==> src/rtl/logic_unit_pkg.sv <==
// logic_unit_pkg
// Shared definitions for the logic_unit_pipe slice: operation encoding,
// flag bit positions and field widths.
package logic_unit_pkg;

  localparam int LU_OP_W   = 3;
  localparam int LU_FLAG_W = 3;

  // Bit positions inside out_flags.
  localparam int FLAG_ZERO = 0;
  localparam int FLAG_ONES = 1;
  localparam int FLAG_PAR  = 2;

  typedef enum logic [LU_OP_W-1:0] {
    OP_AND    = 3'd0,
    OP_OR     = 3'd1,
    OP_NOT_A  = 3'd2,
    OP_XOR    = 3'd3,
    OP_NAND   = 3'd4,
    OP_NOR    = 3'd5,
    OP_XNOR   = 3'd6,
    OP_PASS_B = 3'd7
  } lu_op_e;

endpackage

==> src/rtl/lu_pipe_reg.sv <==
// lu_pipe_reg
// Generic one-entry valid/ready pipeline register.
//
// Handshake: a transfer happens on a rising edge where valid && ready are
// both high. Ready never depends on the valid of the same interface, and a
// stalled entry (o_valid && !i_ready) keeps o_data stable until taken.
//
// Ports:
//   clk, rst      clock, asynchronous active-high reset
//   i_valid       upstream data valid
//   o_ready       this stage can take data this cycle
//   i_data        upstream payload (DATA_W bits)
//   o_valid       stage holds a valid entry
//   i_ready       downstream takes the entry this cycle
//   o_data        held payload (DATA_W bits)
module lu_pipe_reg #(
  parameter int DATA_W = 8
) (
  input  logic              clk,
  input  logic              rst,
  input  logic              i_valid,
  output logic              o_ready,
  input  logic [DATA_W-1:0] i_data,
  output logic              o_valid,
  input  logic              i_ready,
  output logic [DATA_W-1:0] o_data
);

  logic              r_valid;
  logic [DATA_W-1:0] r_data;
  logic              w_load;

  // Empty, or the current entry leaves this same edge.
  assign w_load  = !r_valid || i_ready;
  assign o_ready = w_load;
  assign o_valid = r_valid;
  assign o_data  = r_data;

  always_ff @(posedge clk or posedge rst) begin
    if (rst) begin
      r_valid <= 1'b0;
      r_data  <= '0;
    end else if (w_load) begin
      r_valid <= i_valid;
      // Payload only moves with a real transfer, so a bubble keeps old data.
      if (i_valid) begin
        r_data <= i_data;
      end
    end
  end

endmodule

==> src/rtl/logic_unit_pipe.sv <==
// logic_unit_pipe
// Two-stage pipelined bitwise logic unit. Stage 1 registers the selected
// operation result; stage 2 registers that result together with its zero,
// all-ones and parity flags. A saturating counter tracks completed output
// handshakes.
//
// Handshake: transfers occur on rising edges where valid && ready. in_ready
// is derived only from the stage valid bits and out_ready, never in_valid.
// While out_valid && !out_ready, out_result and out_flags hold.
//
// Ports:
//   clk, rst                  clock, asynchronous active-high reset
//   in_valid/in_ready         input handshake
//   in_a, in_b (WIDTH)        operands
//   in_op (3)                 operation select (lu_op_e)
//   out_valid/out_ready       output handshake
//   out_result (WIDTH)        result
//   out_flags (3)             {parity, all-ones, zero}
//   cnt_clr                   synchronous clear of txn_count (wins over count)
//   txn_count (CNT_W)         saturating count of output handshakes
module logic_unit_pipe
  import logic_unit_pkg::*;
#(
  parameter int WIDTH = 8,
  parameter int CNT_W = 16
) (
  input  logic               clk,
  input  logic               rst,
  input  logic               in_valid,
  output logic               in_ready,
  input  logic [WIDTH-1:0]   in_a,
  input  logic [WIDTH-1:0]   in_b,
  input  logic [LU_OP_W-1:0] in_op,
  output logic               out_valid,
  input  logic               out_ready,
  output logic [WIDTH-1:0]   out_result,
  output logic [LU_FLAG_W-1:0] out_flags,
  input  logic               cnt_clr,
  output logic [CNT_W-1:0]   txn_count
);

  localparam int S2_W = WIDTH + LU_FLAG_W;

  logic [WIDTH-1:0]     w_op_res;
  logic                 w_s1_valid;
  logic [WIDTH-1:0]     w_s1_data;
  logic                 w_s2_ready;
  logic [LU_FLAG_W-1:0] w_flags;
  logic [S2_W-1:0]      w_s2_in;
  logic [S2_W-1:0]      w_s2_data;
  logic                 w_out_hs;
  logic [CNT_W-1:0]     r_cnt;

  // Operation mux.
  always_comb begin
    w_op_res = '0;
    case (lu_op_e'(in_op))
      OP_AND:    w_op_res = in_a & in_b;
      OP_OR:     w_op_res = in_a | in_b;
      OP_NOT_A:  w_op_res = ~in_a;
      OP_XOR:    w_op_res = in_a ^ in_b;
      OP_NAND:   w_op_res = ~(in_a & in_b);
      OP_NOR:    w_op_res = ~(in_a | in_b);
      OP_XNOR:   w_op_res = ~(in_a ^ in_b);
      OP_PASS_B: w_op_res = in_b;
      default:   w_op_res = '0;
    endcase
  end

  lu_pipe_reg #(.DATA_W(WIDTH)) u_stage1 (
    .clk     (clk),
    .rst     (rst),
    .i_valid (in_valid),
    .o_ready (in_ready),
    .i_data  (w_op_res),
    .o_valid (w_s1_valid),
    .i_ready (w_s2_ready),
    .o_data  (w_s1_data)
  );

  // Flags are computed between the stages so they register alongside the
  // result they describe.
  always_comb begin
    w_flags            = '0;
    w_flags[FLAG_ZERO] = (w_s1_data == '0);
    w_flags[FLAG_ONES] = &w_s1_data;
    w_flags[FLAG_PAR]  = ^w_s1_data;
  end

  assign w_s2_in = {w_flags, w_s1_data};

  lu_pipe_reg #(.DATA_W(S2_W)) u_stage2 (
    .clk     (clk),
    .rst     (rst),
    .i_valid (w_s1_valid),
    .o_ready (w_s2_ready),
    .i_data  (w_s2_in),
    .o_valid (out_valid),
    .i_ready (out_ready),
    .o_data  (w_s2_data)
  );

  assign out_result = w_s2_data[WIDTH-1:0];
  assign out_flags  = w_s2_data[WIDTH +: LU_FLAG_W];

  assign w_out_hs = out_valid && out_ready;

  // Saturating transaction counter; clear takes priority over increment.
  always_ff @(posedge clk or posedge rst) begin
    if (rst) begin
      r_cnt <= '0;
    end else if (cnt_clr) begin
      r_cnt <= '0;
    end else if (w_out_hs && (r_cnt != {CNT_W{1'b1}})) begin
      r_cnt <= r_cnt + CNT_W'(1);
    end
  end

  assign txn_count = r_cnt;

endmodule

==> config.mk <==
export PLATFORM = sky130hd
export DESIGN_NAME = logic_unit_pipe
export DESIGN_NICKNAME = d
export VERILOG_FILES = /design/src/rtl/logic_unit_pkg.sv /design/src/rtl/lu_pipe_reg.sv /design/src/rtl/logic_unit_pipe.sv
export SDC_FILE = /design/constraint.sdc
export NUM_CORES = 1
export LEC_CHECK = 0
export BUFFER_PORTS_ARGS = -buffer_cell sky130_fd_sc_hd__buf_4
export CORE_ASPECT_RATIO = 1.5
export CORE_MARGIN = 8
export CORE_UTILIZATION = 35
export DETAILED_ROUTE_END_ITERATION = 8
export PLACE_DENSITY_LB_ADDON = 0.12
export SLEW_MARGIN = 20
export SYNTH_ARGS = -nofsm -noshare
export SYNTH_HDL_FRONTEND = slang
export SYNTH_SLANG_ARGS = --single-unit
==> constraint.sdc <==
create_clock -name clk -period 4.5 [get_ports clk]
set_clock_uncertainty 0.05 [all_clocks]
set_input_delay 0.45 -clock clk [delete_from_list [all_inputs] [get_ports clk]]
set_output_delay 0.45 -clock clk [all_outputs]
set_load 0.01 [all_outputs]
==> impl_metrics.py, run 1 <==
metrics = {
    "floorplan": {
        "core_um2": 7560,
        "rows": 39,
        "dieArea_um2": 10800,
        "dieHeight_um": 123,
        "initial_utilization": 0.356,
        "io_pins": 53,
        "dieWidth_um": 87.6,
    },
    "yosys": {
        "ys.flop_type": "dfrtp_1",
        "yosysTopAreaCell": "dfrtp_1",
        "synth_cell_types": 52,
        "postSynth.asyncResetShare": 1.00,
        "avgSynthCellArea_um2": 8.65,
        "yosysSeqAreaShare": 0.344,
        "syn_inst": 311,
        "synth_edf_count": 0,
        "syn_nets": 360,
        "synth_area_leaders": "dfrtp_1 34%, ha_1 12%, nand2_1 5.4%, inv_1 4.0%, o31ai_1 3.6%",
        "syn-cell-area_um2": 2690,
        "synth_warnings": 0,
        "synth_top_area_frac": 0.344,
        "ys_ff_latch": 37,
    },
    "global_route": {
        "grt_overflow": 0,
        "grt_pass1_wl_mm": 11.2,
        "antenna_found_initial": 0,
        "grt_pass1_vias": 2398,
        "grt_max_degree": 42,
        "grtUsageTotal": 0.129,
    },
    "cells_and_area": {
        "final_cells": 460,
        "nets": 406,
        "drive_gt1_frac": 0.201,
        "n_antenna_cell": 0,
        "areaGrowthSynthToFinish_pct": 24.3,
        "final.fill_count": 785,
        "seqCellArea_um2": 926,
        "final_cell_mix": "53 x buf_4, 39 x nand2_1, 37 x dfrtp_1",
        "multiInputGateArea_um2": 1600,
        "final_common_cell": "buf_4",
    },
    "sta": {
        "setup-violations-final": 0,
        "final_hold_viol_count": 0,
        "fin_crit_sh": 0.440,
        "slew_headroom": 0.624,
        "rsz0062_at_grt": "no",
        "max_freq_mhz": 505,
        "min_period_ps": 1980,
        "finalSetupTns_ps": 0,
        "finalMaxSlewViolations": 0,
        "tightest_slew_ps": 563,
    },
    "detailed_routing": {
        "drtPass1Iterations": 4,
        "post_drt_wl_per_cell_um": 14.1,
        "routed_wl_mm": 6.49,
        "via_per_inst": 5.13,
        "drc_errors": 0,
        "antenna_left": 0,
        "drt_iter0_drc": 100,
        "routed-via-count": 2359,
    },
    "critical_path": {
        "path_max_fanout": 9,
        "critPathArrivalTime_ps": 2090,
        "cp-start-kind": "flip-flop",
        "required_ps": 4610,
        "worstSetupEndpointType": "flip-flop",
        "critPathKind": "flip-flop to flip-flop",
    },
    "hold_path": {
        "min_path_type": "primary input to async pin",
    },
    "clock_tree": {
        "cts.repair.resized": 0,
        "cts_buffers": 5,
        "clk_latency_ps": 280,
        "clk_pin_slew_worst_paths_ps": 50,
        "h-tree-depth": 2,
        "cts_max_path_buffers": 2,
        "cts_hold_buf": 0,
        "cts_root_buf": "clkbuf_16",
        "clock_sinks": 37,
        "post_cts_buffers": 0,
        "cts_tree": "done",
    },
    "power": {
        "p_per_area_nw_per_um2": 325,
        "irDropWorstVdd_mv": 0.147,
        "leakagePower_nw": 1.58,
    },
    "job": {
        "drv_cap": 0,
    },
    "placement": {
        "place_congestion": 0.792,
        "dp_hpwl_mm": 5.00,
        "portBuffers": 52,
        "post-place-cells": 452,
    },
    "status": {
        "status": "finished clean",
    },
}
cell usage after synthesis, types with 3 or more instances:
master and number:
dfrtp_1 37, ha_1 25, o21ai_0 17, o32ai_1 5
a31oi_1 5, nor3_1 3, xnor2_1 3, nor2_1 19
o21a_1 4, or4_1 6, o31ai_1 13, or3_1 4
nor2b_1 12, a2111oi_0 4, clkbuf_1 5, nand4_1 4
buf_2 7, inv_1 29, o211ai_1 3, a21oi_1 16
nand2_1 39, nand2b_1 8, and4_1 3
per-stage QoR:
stage / setup WS [ps] / instance area (um^2) / util / hold slack (ps) / total power, mW
floorplan: 2690 / 2690 / - / 407 / 0.552
global placement: 2570 / 3160 / 0.417 / 418 / 0.645
detailed placement: 2520 / 3160 / 0.417 / 423 / 0.649
CTS: 2510 / 3350 / 0.442 / 260 / 1.10
global route: 2370 / 3350 / 0.442 / 296 / 1.15
finish: 2520 / 3350 / 0.442 / 239 / 1.09
final cells by class:
class,count,share of cell area
inverters,29,0.0325
multi-input cells,231,0.477
repair buffers,53,0.119
clock inverters,3,0.0194
clock buffers,5,0.0374
flip-flops and latches,37,0.277
well taps,102,0.0381
where the power goes:
part,internal [mW],switching (mW)
clock network,0.316,0.133
logic,0.115,0.126
registers,0.371,0.0261
total,0.802,0.285
state kept, by name (all words and copies together) (netlist names):
name and count:
u_stage1.o_valid 1, u_stage2.o_data 11, u_stage2.o_valid 1, u_stage1.o_data 8, txn_count 16
final timing paths:
path                               startpoint                 end  slack [ps]  cells after the start
max in group asynchronous                 rst  u_stage2.o_data[5]        3830                      3
setup reg to reg                 txn_count[0]        txn_count[0]        2520                      5
min in group clk                     in_valid    u_stage1.o_valid         330                      2
setup / recovery                 txn_count[0]        txn_count[0]        2520                      5
hold reg to reg            u_stage2.o_data[8]  u_stage2.o_data[8]         430                      2
hold / removal                            rst        txn_count[8]         240                      3
layer usage:
layer | up-vias | track usage | share of wire | routed length, um
met1 | 1104 | 0.146 | 0.44 | 2860
met4 | 0 | 0.0486 | 0.015 | 98
li1 | 1208 | - | - | -
met2 | 42 | 0.227 | 0.50 | 3260
met5 | - | 0 | 0 | 0
met3 | 5 | 0.0279 | 0.042 | 275
worst max-delay path, stage by stage (launching register included):
cell     delay, ps
dfrtp_1        420
ha_1           290
nand3_2        160
nor4_4         490
nor2_2         140
mux2_4         320
cell families (layout without fill, tap and decap cells):
| group | Yosys count | in the layout | synth area share |
|---|---|---|---|
| mux | 3 | 3 | 0.0135 |
| simple gates | 119 | 119 | 0.254 |
| flops | 37 | 37 | 0.344 |
| buf+inv | 43 | 90 | 0.0632 |
| xor+xnor | 3 | 3 | 0.00976 |
| compound gates | 81 | 81 | 0.199 |
| fa+ha+maj | 25 | 25 | 0.116 |
No activity file was read; power rests on OpenSTA's default activity.
==> inputs of run 2 (changes only) <==
- clock period: 4.5 -> 1.9 ns (I/O delays scaled with it)
==> run 2 against run 1 <==
Register-to-register slack lost 2400 ps. Combinational power increased by 140%. Global-route usage is essentially flat. Sequential share of layout area fell by 0.083 points. Highest routed layer unchanged. First-iteration DRC count decreased by 9.0%. Via count up 2.3%.
==> impl_metrics.py, run 2 (synthesis gave the netlist of run 1 again) <==
metrics = {
    "sta": {
        "tightest_slew_ps": 619,
        "min_period_ps": 1770,
        "postLayoutSetupSlackWorst_ps": 129,
        "finalSetupTns_ps": 0,
        "finalMaxSlewViolations": 0,
        "rsz0062_at_grt": "no",
        "fin_crit_sh": 0.932,
        "slew_headroom": 0.576,
        "setup-violations-final": 0,
        "final_hold_viol_count": 0,
        "max_freq_mhz": 565,
    },
    "cells_and_area": {
        "nets": 411,
        "multiInputGateArea_um2": 1600,
        "final.fill_count": 784,
        "seqCellArea_um2": 926,
        "final_common_cell": "buf_4",
        "areaGrowthSynthToFinish_pct": 24.7,
        "final_cell_mix": "57 x buf_4, 39 x nand2_1, 37 x dfrtp_1",
        "drive_gt1_frac": 0.212,
        "largest_reg_flops": 16,
        "n_antenna_cell": 0,
    },
    "power": {
        "leakagePower_nw": 1.59,
        "p_seq_frac": 0.395,
        "switching_share": 0.279,
        "power.share.clock": 0.362,
        "switchingPower_mw": 0.662,
        "p_per_area_nw_per_um2": 707,
        "pwr-share-comb": 0.242,
        "intPower_mw": 1.71,
        "power_mw": 2.37,
        "irDropWorstVdd_mv": 0.427,
    },
    "critical_path": {
        "required_ps": 2020,
        "critPathKind": "flip-flop to flip-flop",
        "cp-start-kind": "flip-flop",
        "worstSetupEndpointType": "flip-flop",
        "critPathArrivalTime_ps": 1890,
        "path_max_fanout": 5,
    },
    "placement": {
        "dpl_worst_slack_ps": 103,
        "portBuffers": 52,
        "dp_hpwl_mm": 4.98,
        "place_congestion": 0.741,
    },
    "detailed_routing": {
        "via_per_inst": 5.19,
        "drt_iter0_drc": 91,
        "antenna_left": 0,
        "drtPass1Iterations": 4,
        "drc_errors": 0,
        "routed_wl_mm": 6.48,
        "routed-via-count": 2414,
        "post_drt_wl_per_cell_um": 13.9,
    },
    "clock_tree": {
        "cts_max_path_buffers": 2,
        "h-tree-depth": 2,
        "clock_sinks": 37,
        "clk_latency_ps": 280,
        "cts_root_buf": "clkbuf_16",
        "clk_pin_slew_worst_paths_ps": 50,
        "cts_buffers": 5,
        "cts_tree": "done",
    },
    "floorplan": {
        "dieHeight_um": 123,
        "dieWidth_um": 87.6,
        "io_pins": 53,
        "dieArea_um2": 10800,
        "initial_utilization": 0.356,
        "rows": 39,
        "core_um2": 7560,
    },
    "job": {
        "drv_cap": 0,
    },
    "hold_path": {
        "min_path_type": "primary input to flip-flop",
    },
    "global_route": {
        "grt_pass1_vias": 2423,
        "antenna_found_initial": 0,
        "grt_overflow": 0,
        "grt_pass1_wl_mm": 11.2,
        "grtUsageTotal": 0.129,
        "grt_max_degree": 38,
    },
    "status": {
        "status": "finished clean",
    },
}
[run 2: layout make-up]
class,instances,share of cell area
multi-input combinational,231,0.476
sequential,37,0.276
timing repair buffer,58,0.130
clock buffer,7,0.0455
tap,102,0.0380
inverter,29,0.0324
clock inverter,1,0.00149
[run 2: metrics by stage]
step	util	instance area, um^2	instances	hold slack, ps
finish	0.444	3360	465	59.6
global route	0.444	3360	465	54.5
CTS	0.443	3350	465	52.6
floorplan	-	2690	311	248
global placement	0.421	3190	456	293
detailed placement	0.421	3190	456	298
[run 2: per-layer routing]
metal  global-route usage  vias to the layer above  wire length (um)  share of wire
li1                     -                     1213                 -              -
met1                0.144                     1136              2730           0.42
met2                0.228                       59              3290           0.51
met3               0.0313                        6               354          0.055
met4               0.0486                        0               102          0.016
met5                    0                        -                 0              0
[run 2: final timing paths]
check                                    from                 end  slack, ps  depth (start not counted)
setup / recovery                 txn_count[0]        txn_count[0]        130                          5
hold / removal                       in_valid    u_stage1.o_valid         60                          2
setup reg to reg                 txn_count[0]        txn_count[0]        130                          5
hold reg to reg            u_stage2.o_data[8]  u_stage2.o_data[8]        430                          2
max in group asynchronous                 rst  u_stage1.o_data[5]        930                          4
min in group asynchronous                 rst        txn_count[5]        530                          4
[run 2: repair_timing]
action                     CTS  global route
gates resized for setup      0             1
buffers inserted             0             0
hold endpoints to repair    15             0
setup endpoints to repair    0             6
hold buffers                 1             0
[run 2: critical path: stages, from the launching register on]
cell,delay [ps]
dfrtp_1,420
ha_2,260
nand3_2,140
nor4_4,370
nor2_2,110
mux2_4,300
[run 2: power by group through the flow]
stage / Combinational (mW) / Sequential (mW) / Clock [mW]
2_1_floorplan: 0.340 / 0.969 / 0
6_report: 0.575 / 0.938 / 0.860
3_5_place_dp: 0.589 / 0.955 / 0
4_1_cts: 0.591 / 0.941 / 0.899
3_3_place_gp: 0.584 / 0.951 / 0
5_1_grt: 0.660 / 0.952 / 0.925
==> inputs of run 3 (changes only) <==
- CORE_MARGIN: 8 -> 10
==> run 3 against run 2 <==
Wire length is 1.7% higher. Global-route usage is 1.4 points lower. Non-clock buffer count is 1 higher. Clock-buffer cell count is 2 lower. Highest routed layer unchanged. Sequential share of layout area is 0.31 points lower. Sequential power hardly changed. Worst hold slack worse by 0.54 ps. Via count is 0.37% lower. Die area is 8.0% higher. Cell count is 0.22% higher. Critical endpoint unchanged.
==> impl_metrics.py, run 3 (synthesis gave the netlist of run 1 again) <==
metrics = {
    "power": {
        "leakagePower_nw": 1.60,
        "power_mw": 2.47,
        "irDropWorstVdd_mv": 0.366,
        "p_per_area_nw_per_um2": 728,
    },
    "global_route": {
        "grt_overflow": 0,
        "grtUsageTotal": 0.115,
        "grt_max_degree": 38,
        "antenna_found_initial": 0,
        "grt_pass1_vias": 2407,
        "grt_pass1_wl_mm": 11.4,
    },
    "detailed_routing": {
        "routed-via-count": 2405,
        "drtPass1Iterations": 4,
        "post_drt_wl_per_cell_um": 14.1,
        "antenna_left": 0,
        "via_per_inst": 5.16,
        "drt_iter0_drc": 105,
        "drc_errors": 0,
        "routed_wl_mm": 6.59,
    },
    "critical_path": {
        "max_stage_delay_ps": 440,
        "slowest_stage": "dfrtp_1",
        "path_cells": "ha_4 -> nand3_2 -> nor4_4 -> nor2_2 -> mux2_4",
        "cp-start-kind": "flip-flop",
        "required_ps": 2020,
        "path_max_fanout": 5,
        "critPathKind": "flip-flop to flip-flop",
        "r2r_start": "txn_count[0]",
        "critPathArrivalTime_ps": 1890,
        "startpoint": "txn_count[0]",
        "worstSetupEndpointType": "flip-flop",
    },
    "hold_path": {
        "holdCritStartpoint": "in_valid",
        "min_path_type": "primary input to flip-flop",
    },
    "floorplan": {
        "rows": 39,
        "dieWidth_um": 91.6,
        "initial_utilization": 0.356,
        "io_pins": 53,
        "dieHeight_um": 127,
        "dieArea_um2": 11700,
        "core_um2": 7560,
    },
    "cells_and_area": {
        "final_cell_mix": "58 x buf_4, 39 x nand2_1, 37 x dfrtp_1",
        "n_antenna_cell": 0,
        "seqCellArea_um2": 926,
        "drive_gt1_frac": 0.217,
        "nets": 412,
        "final_common_cell": "buf_4",
        "areaGrowthSynthToFinish_pct": 26.1,
        "multiInputGateArea_um2": 1610,
        "final.fill_count": 754,
        "largest_reg_flops": 16,
        "finalInstanceArea_um2": 3390,
    },
    "clock_tree": {
        "clock_sinks": 37,
        "h-tree-depth": 2,
        "clk_pin_slew_worst_paths_ps": 60,
        "cts_max_path_buffers": 2,
        "cts_tree": "done",
        "cts_buffers": 5,
        "cts_root_buf": "clkbuf_16",
        "clk_latency_ps": 280,
    },
    "placement": {
        "portBuffers": 52,
        "dp_hpwl_mm": 5.10,
        "place_congestion": 0.765,
        "placed_area_um2": 3190,
    },
    "sta": {
        "min_period_ps": 1770,
        "setup-violations-final": 0,
        "tightest_slew_ps": 548,
        "finalSetupTns_ps": 0,
        "rsz0062_at_grt": "no",
        "final_hold_viol_count": 0,
        "slew_headroom": 0.625,
        "fin_crit_sh": 0.931,
        "finalMaxSlewViolations": 0,
        "holdWs_ps": 59.1,
        "max_freq_mhz": 565,
    },
    "job": {
        "drv_cap": 0,
    },
    "status": {
        "status": "finished clean",
    },
}
run 3: stage by stage:
stage | utilization | instances | worst slack (ps)
after global placement | 0.421 | 456 | 143
after CTS | 0.445 | 465 | 78.0
after detailed placement | 0.421 | 456 | 91.8
after global routing | 0.449 | 466 | 10.9
final | 0.449 | 466 | 131
after floorplan | - | 311 | 94.5
run 3: power by group:
part | total (mW) | leakage, nW | switching [mW] | internal [mW]
logic | 0.581 | 1.03 | 0.301 | 0.280
registers | 0.938 | 0.482 | 0.0602 | 0.878
clock network | 0.950 | 0.0800 | 0.330 | 0.621
run 3: critical path: cells and delay by family, from the launching register on:
family	cells	cell delay, ps
muxes	1	310
adders and majority gates	1	200
DFF	1	440
and+or+nand+nor	3	650
run 3: area by class of cell:
type,count,area share
Clock buffer,5,0.0369
Clock inverter,3,0.0136
Inverter,29,0.0321
Multi-Input combinational cell,231,0.476
Sequential cell,37,0.273
Tap cell,102,0.0376
Timing Repair Buffer,59,0.131
run 3: repair_timing:
item	CTS	global route
hold buffers	1	0
endpoints found under the setup margin	0	3
resized for setup	0	3
endpoints found under the hold margin	25	0
buffers inserted	0	1
run 3: worst paths after layout:
check,to,slack (ps),depth (start not counted)
max in group asynchronous,u_stage2.o_data[2],940,4
hold reg to reg,u_stage2.o_data[2],430,2
min in group asynchronous,txn_count[9],520,4
hold / removal,u_stage1.o_valid,60,2
setup reg to reg,txn_count[0],130,5
setup / recovery,txn_count[0],130,5
run 3: metal layers:
metal	track usage	vias to the layer above	wire (um)
met4	0.0490	0	114
met1	0.133	1126	2850
li1	-	1218	-
met5	0	-	0
met2	0.200	56	3290
met3	0.0252	5	330
